### config.mk
export PLATFORM = sky130hd
export DESIGN_NAME = pc_redirect_ctrl_flat
export DESIGN_NICKNAME = d
export VERILOG_FILES = /design/src/rtl/pc_ctrl_pkg.sv /design/src/rtl/pc_redirect_ctrl_if.sv /design/src/rtl/pc_flush_timer.sv /design/src/rtl/pc_redirect_ctrl.sv /design/src/flat_wrapper.sv
export SDC_FILE = /design/constraint.sdc
export NUM_CORES = 1
export LEC_CHECK = 0
export BUFFER_PORTS_ARGS = -buffer_cell sky130_fd_sc_hd__buf_2
export CORE_UTILIZATION = 46
export CTS_BUF_LIST = sky130_fd_sc_hd__clkbuf_8 sky130_fd_sc_hd__clkbuf_16
export CTS_CLUSTER_SIZE = 12
export DETAILED_ROUTE_END_ITERATION = 6
export PLACE_DENSITY_LB_ADDON = 0.15
export REMOVE_ABC_BUFFERS = 1
export SYNTH_ARGS = -nofsm -noshare
export SYNTH_HDL_FRONTEND = slang
export SYNTH_SLANG_ARGS = --single-unit
### constraint.sdc
create_clock -name clk_i -period 3.1 [get_ports clk_i]
set_clock_uncertainty 0.2 [all_clocks]
set_input_delay 0.155 -clock clk_i [delete_from_list [all_inputs] [get_ports clk_i]]
set_output_delay 0.155 -clock clk_i [all_outputs]
set_load 0.005 [all_outputs]
### src/rtl/pc_ctrl_pkg.sv
// Shared state encoding and redirect source codes for the PC redirect controller.
package pc_ctrl_pkg;

    typedef enum logic [1:0] {
        ST_RUN       = 2'd0,
        ST_IRQ_DRAIN = 2'd1,
        ST_FLUSH     = 2'd2
    } state_e;

    localparam logic [1:0] SRC_NONE = 2'd0;
    localparam logic [1:0] SRC_BRJ  = 2'd1;
    localparam logic [1:0] SRC_IRQ  = 2'd2;
    localparam logic [1:0] SRC_MRET = 2'd3;

endpackage

### src/rtl/pc_redirect_ctrl_if.sv
// Request/redirect bundle between the pipeline (master) and the redirect controller (slave).
interface pc_redirect_ctrl_if;
    logic [31:0] pc_i;
    logic        jump_req_i;
    logic        branch_req_i;
    logic [31:0] target_pc_i;
    logic        mret_req_i;
    logic [31:0] mepc_i;
    logic        irq_pending_i;
    logic        irq_enable_i;
    logic [31:0] interrupt_vector_i;
    logic        pipe_empty_i;
    logic        redirect_o;
    logic [31:0] redirect_pc_o;
    logic [1:0]  redirect_src_o;
    logic        flush_o;
    logic        stall_fetch_o;
    logic        irq_ack_o;
    logic        mepc_wr_o;
    logic [31:0] mepc_wdata_o;

    modport master (
        output pc_i, jump_req_i, branch_req_i, target_pc_i, mret_req_i, mepc_i,
               irq_pending_i, irq_enable_i, interrupt_vector_i, pipe_empty_i,
        input  redirect_o, redirect_pc_o, redirect_src_o, flush_o, stall_fetch_o,
               irq_ack_o, mepc_wr_o, mepc_wdata_o
    );

    modport slave (
        input  pc_i, jump_req_i, branch_req_i, target_pc_i, mret_req_i, mepc_i,
               irq_pending_i, irq_enable_i, interrupt_vector_i, pipe_empty_i,
        output redirect_o, redirect_pc_o, redirect_src_o, flush_o, stall_fetch_o,
               irq_ack_o, mepc_wr_o, mepc_wdata_o
    );
endinterface

### src/rtl/pc_flush_timer.sv
// Flush window timer: loaded on a redirect, flush is high for FLUSH_CYCLES enabled cycles after it.
module pc_flush_timer #(
    parameter int unsigned FLUSH_CYCLES = 2
) (
    input  logic clk_i,
    input  logic reset_i,
    input  logic enable,
    input  logic load,
    output logic flush,
    output logic last
);
    logic [3:0] cnt;

    always_ff @(posedge clk_i or posedge reset_i) begin
        if (reset_i) begin
            cnt <= 4'd0;
        end else if (enable) begin
            if (load) begin
                cnt <= 4'(FLUSH_CYCLES);
            end else if (cnt != 4'd0) begin
                cnt <= cnt - 4'd1;
            end
        end
    end

    assign flush = (cnt != 4'd0);
    assign last  = (cnt == 4'd1);
endmodule

### src/rtl/pc_redirect_ctrl.sv
// Prioritised PC redirect arbiter with interrupt drain and timed flush window.
module pc_redirect_ctrl
    import pc_ctrl_pkg::*;
#(
    parameter int unsigned FLUSH_CYCLES  = 2,
    parameter int unsigned DRAIN_TIMEOUT = 16
) (
    input  logic              clk_i,
    input  logic              reset_i,
    input  logic              enable_design,
    pc_redirect_ctrl_if.slave bus
);
    state_e      state, state_nxt;
    logic [7:0]  drain_cnt;
    logic [31:0] ret_pc;
    logic        ret_dirty;
    logic        active, irq_ok, brj, drain_done, timer_last;
    logic [31:0] eff_ret_pc;
    logic        eff_dirty;
    logic        redirect, ack;
    logic [31:0] redirect_pc;
    logic [1:0]  redirect_src;

    assign active     = enable_design & ~reset_i;
    assign irq_ok     = bus.irq_pending_i & bus.irq_enable_i;
    assign brj        = bus.jump_req_i | bus.branch_req_i;
    assign drain_done = bus.pipe_empty_i | (drain_cnt == 8'(DRAIN_TIMEOUT - 1));
    // A control transfer resolving during the drain is the youngest return point.
    assign eff_ret_pc = brj ? bus.target_pc_i : ret_pc;
    assign eff_dirty  = brj | ret_dirty;

    always_comb begin
        state_nxt    = state;
        redirect     = 1'b0;
        redirect_pc  = 32'd0;
        redirect_src = SRC_NONE;
        ack          = 1'b0;
        if (active) begin
            case (state)
                ST_RUN: begin
                    if (bus.mret_req_i) begin
                        redirect = 1'b1; redirect_pc = bus.mepc_i; redirect_src = SRC_MRET;
                        state_nxt = ST_FLUSH;
                    end else if (irq_ok) begin
                        state_nxt = ST_IRQ_DRAIN;
                    end else if (brj) begin
                        redirect = 1'b1; redirect_pc = bus.target_pc_i; redirect_src = SRC_BRJ;
                        state_nxt = ST_FLUSH;
                    end
                end
                ST_IRQ_DRAIN: begin
                    if (!irq_ok) begin
                        if (eff_dirty) begin
                            redirect = 1'b1; redirect_pc = eff_ret_pc; redirect_src = SRC_BRJ;
                            state_nxt = ST_FLUSH;
                        end else begin
                            state_nxt = ST_RUN;
                        end
                    end else if (drain_done) begin
                        redirect = 1'b1; redirect_pc = bus.interrupt_vector_i; redirect_src = SRC_IRQ;
                        ack = 1'b1;
                        state_nxt = ST_FLUSH;
                    end
                end
                ST_FLUSH: begin
                    if (timer_last) state_nxt = ST_RUN;
                end
                default: state_nxt = ST_RUN;
            endcase
        end
    end

    always_ff @(posedge clk_i or posedge reset_i) begin
        if (reset_i) begin
            state     <= ST_RUN;
            drain_cnt <= 8'd0;
            ret_pc    <= 32'd0;
            ret_dirty <= 1'b0;
        end else if (enable_design) begin
            state <= state_nxt;
            if (state == ST_RUN && !bus.mret_req_i && irq_ok) begin
                ret_pc    <= bus.pc_i;
                ret_dirty <= 1'b0;
                drain_cnt <= 8'd0;
            end else if (state == ST_IRQ_DRAIN && irq_ok && !drain_done) begin
                ret_pc    <= eff_ret_pc;
                ret_dirty <= eff_dirty;
                drain_cnt <= drain_cnt + 8'd1;
            end
        end
    end

    pc_flush_timer #(.FLUSH_CYCLES(FLUSH_CYCLES)) u_flush_timer (
        .clk_i   (clk_i),
        .reset_i (reset_i),
        .enable  (enable_design),
        .load    (redirect),
        .flush   (bus.flush_o),
        .last    (timer_last)
    );

    assign bus.redirect_o     = redirect;
    assign bus.redirect_pc_o  = redirect_pc;
    assign bus.redirect_src_o = redirect_src;
    assign bus.irq_ack_o      = ack;
    assign bus.mepc_wr_o      = ack;
    assign bus.mepc_wdata_o   = ack ? eff_ret_pc : 32'd0;
    assign bus.stall_fetch_o  = (state == ST_IRQ_DRAIN);
endmodule

### src/flat_wrapper.sv
// flat-port wrapper written by rule: the top's interface ports become plain ports
module pc_redirect_ctrl_flat import pc_ctrl_pkg::*;
#(
    parameter int unsigned FLUSH_CYCLES  = 2,
    parameter int unsigned DRAIN_TIMEOUT = 16
)
  (clk_i, reset_i, enable_design, bus_pc_i, bus_jump_req_i, bus_branch_req_i, bus_target_pc_i, bus_mret_req_i, bus_mepc_i, bus_irq_pending_i, bus_irq_enable_i, bus_interrupt_vector_i, bus_pipe_empty_i, bus_redirect_o, bus_redirect_pc_o, bus_redirect_src_o, bus_flush_o, bus_stall_fetch_o, bus_irq_ack_o, bus_mepc_wr_o, bus_mepc_wdata_o);
  pc_redirect_ctrl_if bus_i ();
  input  logic clk_i;
  input  logic reset_i;
  input  logic enable_design;
  input wire logic [$bits(bus_i.pc_i)-1:0] bus_pc_i;
  input wire logic [$bits(bus_i.jump_req_i)-1:0] bus_jump_req_i;
  input wire logic [$bits(bus_i.branch_req_i)-1:0] bus_branch_req_i;
  input wire logic [$bits(bus_i.target_pc_i)-1:0] bus_target_pc_i;
  input wire logic [$bits(bus_i.mret_req_i)-1:0] bus_mret_req_i;
  input wire logic [$bits(bus_i.mepc_i)-1:0] bus_mepc_i;
  input wire logic [$bits(bus_i.irq_pending_i)-1:0] bus_irq_pending_i;
  input wire logic [$bits(bus_i.irq_enable_i)-1:0] bus_irq_enable_i;
  input wire logic [$bits(bus_i.interrupt_vector_i)-1:0] bus_interrupt_vector_i;
  input wire logic [$bits(bus_i.pipe_empty_i)-1:0] bus_pipe_empty_i;
  output wire logic [$bits(bus_i.redirect_o)-1:0] bus_redirect_o;
  output wire logic [$bits(bus_i.redirect_pc_o)-1:0] bus_redirect_pc_o;
  output wire logic [$bits(bus_i.redirect_src_o)-1:0] bus_redirect_src_o;
  output wire logic [$bits(bus_i.flush_o)-1:0] bus_flush_o;
  output wire logic [$bits(bus_i.stall_fetch_o)-1:0] bus_stall_fetch_o;
  output wire logic [$bits(bus_i.irq_ack_o)-1:0] bus_irq_ack_o;
  output wire logic [$bits(bus_i.mepc_wr_o)-1:0] bus_mepc_wr_o;
  output wire logic [$bits(bus_i.mepc_wdata_o)-1:0] bus_mepc_wdata_o;
  assign bus_i.pc_i = bus_pc_i;
  assign bus_i.jump_req_i = bus_jump_req_i;
  assign bus_i.branch_req_i = bus_branch_req_i;
  assign bus_i.target_pc_i = bus_target_pc_i;
  assign bus_i.mret_req_i = bus_mret_req_i;
  assign bus_i.mepc_i = bus_mepc_i;
  assign bus_i.irq_pending_i = bus_irq_pending_i;
  assign bus_i.irq_enable_i = bus_irq_enable_i;
  assign bus_i.interrupt_vector_i = bus_interrupt_vector_i;
  assign bus_i.pipe_empty_i = bus_pipe_empty_i;
  assign bus_redirect_o = bus_i.redirect_o;
  assign bus_redirect_pc_o = bus_i.redirect_pc_o;
  assign bus_redirect_src_o = bus_i.redirect_src_o;
  assign bus_flush_o = bus_i.flush_o;
  assign bus_stall_fetch_o = bus_i.stall_fetch_o;
  assign bus_irq_ack_o = bus_i.irq_ack_o;
  assign bus_mepc_wr_o = bus_i.mepc_wr_o;
  assign bus_mepc_wdata_o = bus_i.mepc_wdata_o;
  pc_redirect_ctrl #(.FLUSH_CYCLES(FLUSH_CYCLES), .DRAIN_TIMEOUT(DRAIN_TIMEOUT)) u_core (.clk_i(clk_i), .reset_i(reset_i), .enable_design(enable_design), .bus(bus_i));
endmodule
==> impl_metrics.env <==
export IMPL_yosysSeqAreaShare_pct=30.2
export IMPL_htreeDepth=2
export IMPL_clock_sinks=47
export IMPL_reg2reg_from="u_core.state[0]"
export IMPL_crit_family="buffers and inverters"
export IMPL_post_route_min_period_ns=2.87
export IMPL_postCtsSetupBuffers=0
export IMPL_synth_ff_type="dfrtp_1"
export IMPL_routed_top_layer="met4"
export IMPL_cts_tree="built"
export IMPL_die_w_microns=94.0
export IMPL_fin_nets=809
export IMPL_critPathLaunchType="flip-flop"
export IMPL_slew_violations=0
export IMPL_peakVddDrop_v=0.000226
export IMPL_total_power_mw=2.74
export IMPL_grt_usage_pct=30.7
export IMPL_grt_max_degree=48
export IMPL_p_leak_nw=2.55
export IMPL_path_class="flip-flop to output port"
export IMPL_worst_slew_pin_slew_ns=0.771
export IMPL_worst_path_max_delay_cell="dfrtp_1"
export IMPL_grt_overflow_total=0
export IMPL_layout_drive_gt1_share_pct=42.2
export IMPL_worstPathRequired_ns=2.74
export IMPL_async_reset_ff_share_pct=100
export IMPL_drt_iter0_drc=400
export IMPL_clk_pin_slew_ns=0.08
export IMPL_synth_seq_cells=47
export IMPL_finalCritPeriodShare_pct=92.6
export IMPL_multi_input_area_sq_um=2470
export IMPL_wl_met3_microns=1310
export IMPL_n_fill_cell=732
export IMPL_worst_slack_ns=0.230
export IMPL_grt_pass1_wl_microns=21200
export IMPL_vias_per_cell=6.11
export IMPL_drt_pass1_iter_count=5
export IMPL_relSlewSlack_pct=48.6
export IMPL_dp_hpwl_microns=9490
export IMPL_gp_congestion=0.864
export IMPL_crit_start="u_core.drain_cnt[4]"
export IMPL_row_count=33
export IMPL_syn2layout_area_growth_pct=37.0
export IMPL_wl_per_cell_microns=17.6
export IMPL_fin_setup_tns_ns=0
export IMPL_fmax_ghz=0.348
export IMPL_core_sq_um=8220
export IMPL_met1_length_microns=5340
export IMPL_clock_path_buffers=2
export IMPL_slowest_delay_ns=0.47
export IMPL_path_max_fanout=34
export IMPL_antenna_cells=0
export IMPL_min_path_type="input pin to flip-flop"
export IMPL_seqCellArea_sq_um=1180
export IMPL_ios=208
export IMPL_post_place_ws_ns=0.560
export IMPL_die_area_sq_um=8830
export IMPL_vias=4729
export IMPL_placed_area_sq_um=4990
export IMPL_min_from="bus_pc_i[30]"
export IMPL_die_h_microns=94.0
export IMPL_cts_buffers_inserted=5
export IMPL_cts_root_buf="clkbuf_8"
export IMPL_ys_warn_count=0
export IMPL_power_density_nw_per_um2=514
export IMPL_grt_pass1_vias=4455
export IMPL_synth_edff_count=0
export IMPL_initial_core_util_pct=47.3
export IMPL_rsz0062_at_grt="no"
export IMPL_path_buf_inv=3
export IMPL_maxCapViolations=0
export IMPL_final_cell_mix="buf_2 (207), nand2_1 (89), a21oi_1 (56), dfrtp_1 (47), o22ai_1 (32)"
export IMPL_drc=0
export IMPL_endpoint_kind="output port"
export IMPL_yosysUniqueCellTypes=52
export IMPL_antenna_left=0
export IMPL_synth_area_per_cell_sq_um=8.47
export IMPL_worstPathArrival_ns=2.51
export IMPL_wl_met2_microns=6650
export IMPL_antenna_found_initial=0
export IMPL_drt_wl_total_microns=13600
export IMPL_io_buffers=207
export IMPL_final_common_cell="buf_2"
export IMPL_hold_viol_final=0
export IMPL_synth_area_sq_um=3890
export IMPL_syn_instance_count=459
export IMPL_setup_viol=0
export IMPL_status="completed"
export IMPL_design_area_sq_um=5330
export IMPL_worstPathCellList="nor4_4 > a21oi_1 > nor2_2 > buf_4 > nand3_1 > buf_4 > a21oi_1 > buf_2"
export IMPL_insertion_delay_ns=0.29
-- state kept, by name, summed over array words and instances, names as in the netlist --
| name | flops |
|---|---|
| u_core.state | 2 |
| u_core.u_flush_timer.cnt | 4 |
| u_core.ret_dirty | 1 |
| u_core.ret_pc | 32 |
| u_core.drain_cnt | 8 |
-- Yosys cell counts (4+ instances only) --
master | count | area [sq um]
a222oi_1 | 17 | 170
o22ai_1 | 32 | 200
o21ai_0 | 4 | 20.0
clkbuf_1 | 24 | 90.1
a221oi_1 | 15 | 131
xor2_1 | 5 | 43.8
a32o_1 | 15 | 150
dfrtp_1 | 47 | 1180
a22o_1 | 15 | 131
nand2_1 | 89 | 334
a2bb2oi_2 | 30 | 450
inv_1 | 4 | 15.0
nand3_1 | 5 | 25.0
nor2_1 | 28 | 105
a21oi_1 | 56 | 280
buf_2 | 17 | 85.1
-- through the flow --
| stage | utilization, % | hold WS (ns) | cells |
|---|---|---|---|
| after floorplan | - | 0.0995 | 411 |
| after global placement | 60.7 | 0.182 | 742 |
| after detailed placement | 60.7 | 0.181 | 742 |
| after CTS | 64.6 | 0.00294 | 772 |
| after global routing | 64.9 | 0.000358 | 774 |
| final | 64.9 | 0.00665 | 774 |
-- area by class of cell --
type                    instances  share of cell area, %
clock buffers                   6                   1.55
clock inverters                 1                  0.164
inverters                       5                  0.352
multi-input cells             359                   46.3
flip-flops and latches         47                   22.1
well taps                     105                   2.47
repair buffers                251                   27.0
-- kinds of logic (layout without fill, tap and decap cells) --
kind of cell | Yosys count | after routing | share of synthesized area [%]
AOI/OAI and AO/OA | 200 | 200 | 43.6
and+or+nand+nor | 148 | 148 | 16.8
buffers and inverters | 53 | 263 | 6.43
DFF | 47 | 47 | 30.2
xor gates and xnor gates | 5 | 5 | 1.13
adders and majority gates | 3 | 3 | 0.965
muxes | 3 | 3 | 0.868
-- power breakdown --
| group | switching, mW | internal (mW) |
|---|---|---|
| registers | 0.295 | 0.871 |
| logic | 0.544 | 0.656 |
| clock network | 0.196 | 0.179 |
| total | 1.03 | 1.71 |
-- worst min-delay path, stage by stage --
cell	delay, ns
buf_2	0.08
o22ai_1	0.10
a2bb2oi_2	0.13
-- repair_timing --
item	4_1_cts	5_1_grt
hold buffers	23	2
endpoints found under the setup margin	0	2
hold endpoints to repair	66	2
resized for setup	0	1
-- per-layer routing --
metal,GRT usage [%],up-vias
li1,-,2188
met1,36.3,2236
met2,53.3,284
met3,5.83,21
met4,14.6,0
met5,0,-
-- worst paths after layout --
kind                                              to  slack, ns  cells past startpoint
worst min register to register   u_core.drain_cnt[1]       0.34                      2
worst min-delay path               u_core.ret_pc[30]      0.007                      3
worst max register to register     u_core.ret_pc[22]       0.25                      7
min in group asynchronous          u_core.ret_pc[29]       0.39                      4
worst max-delay path            bus_mepc_wdata_o[20]       0.23                      8
max in group asynchronous          u_core.ret_pc[15]       1.90                      4
Note: power is estimated with default switching activity, not from simulation.
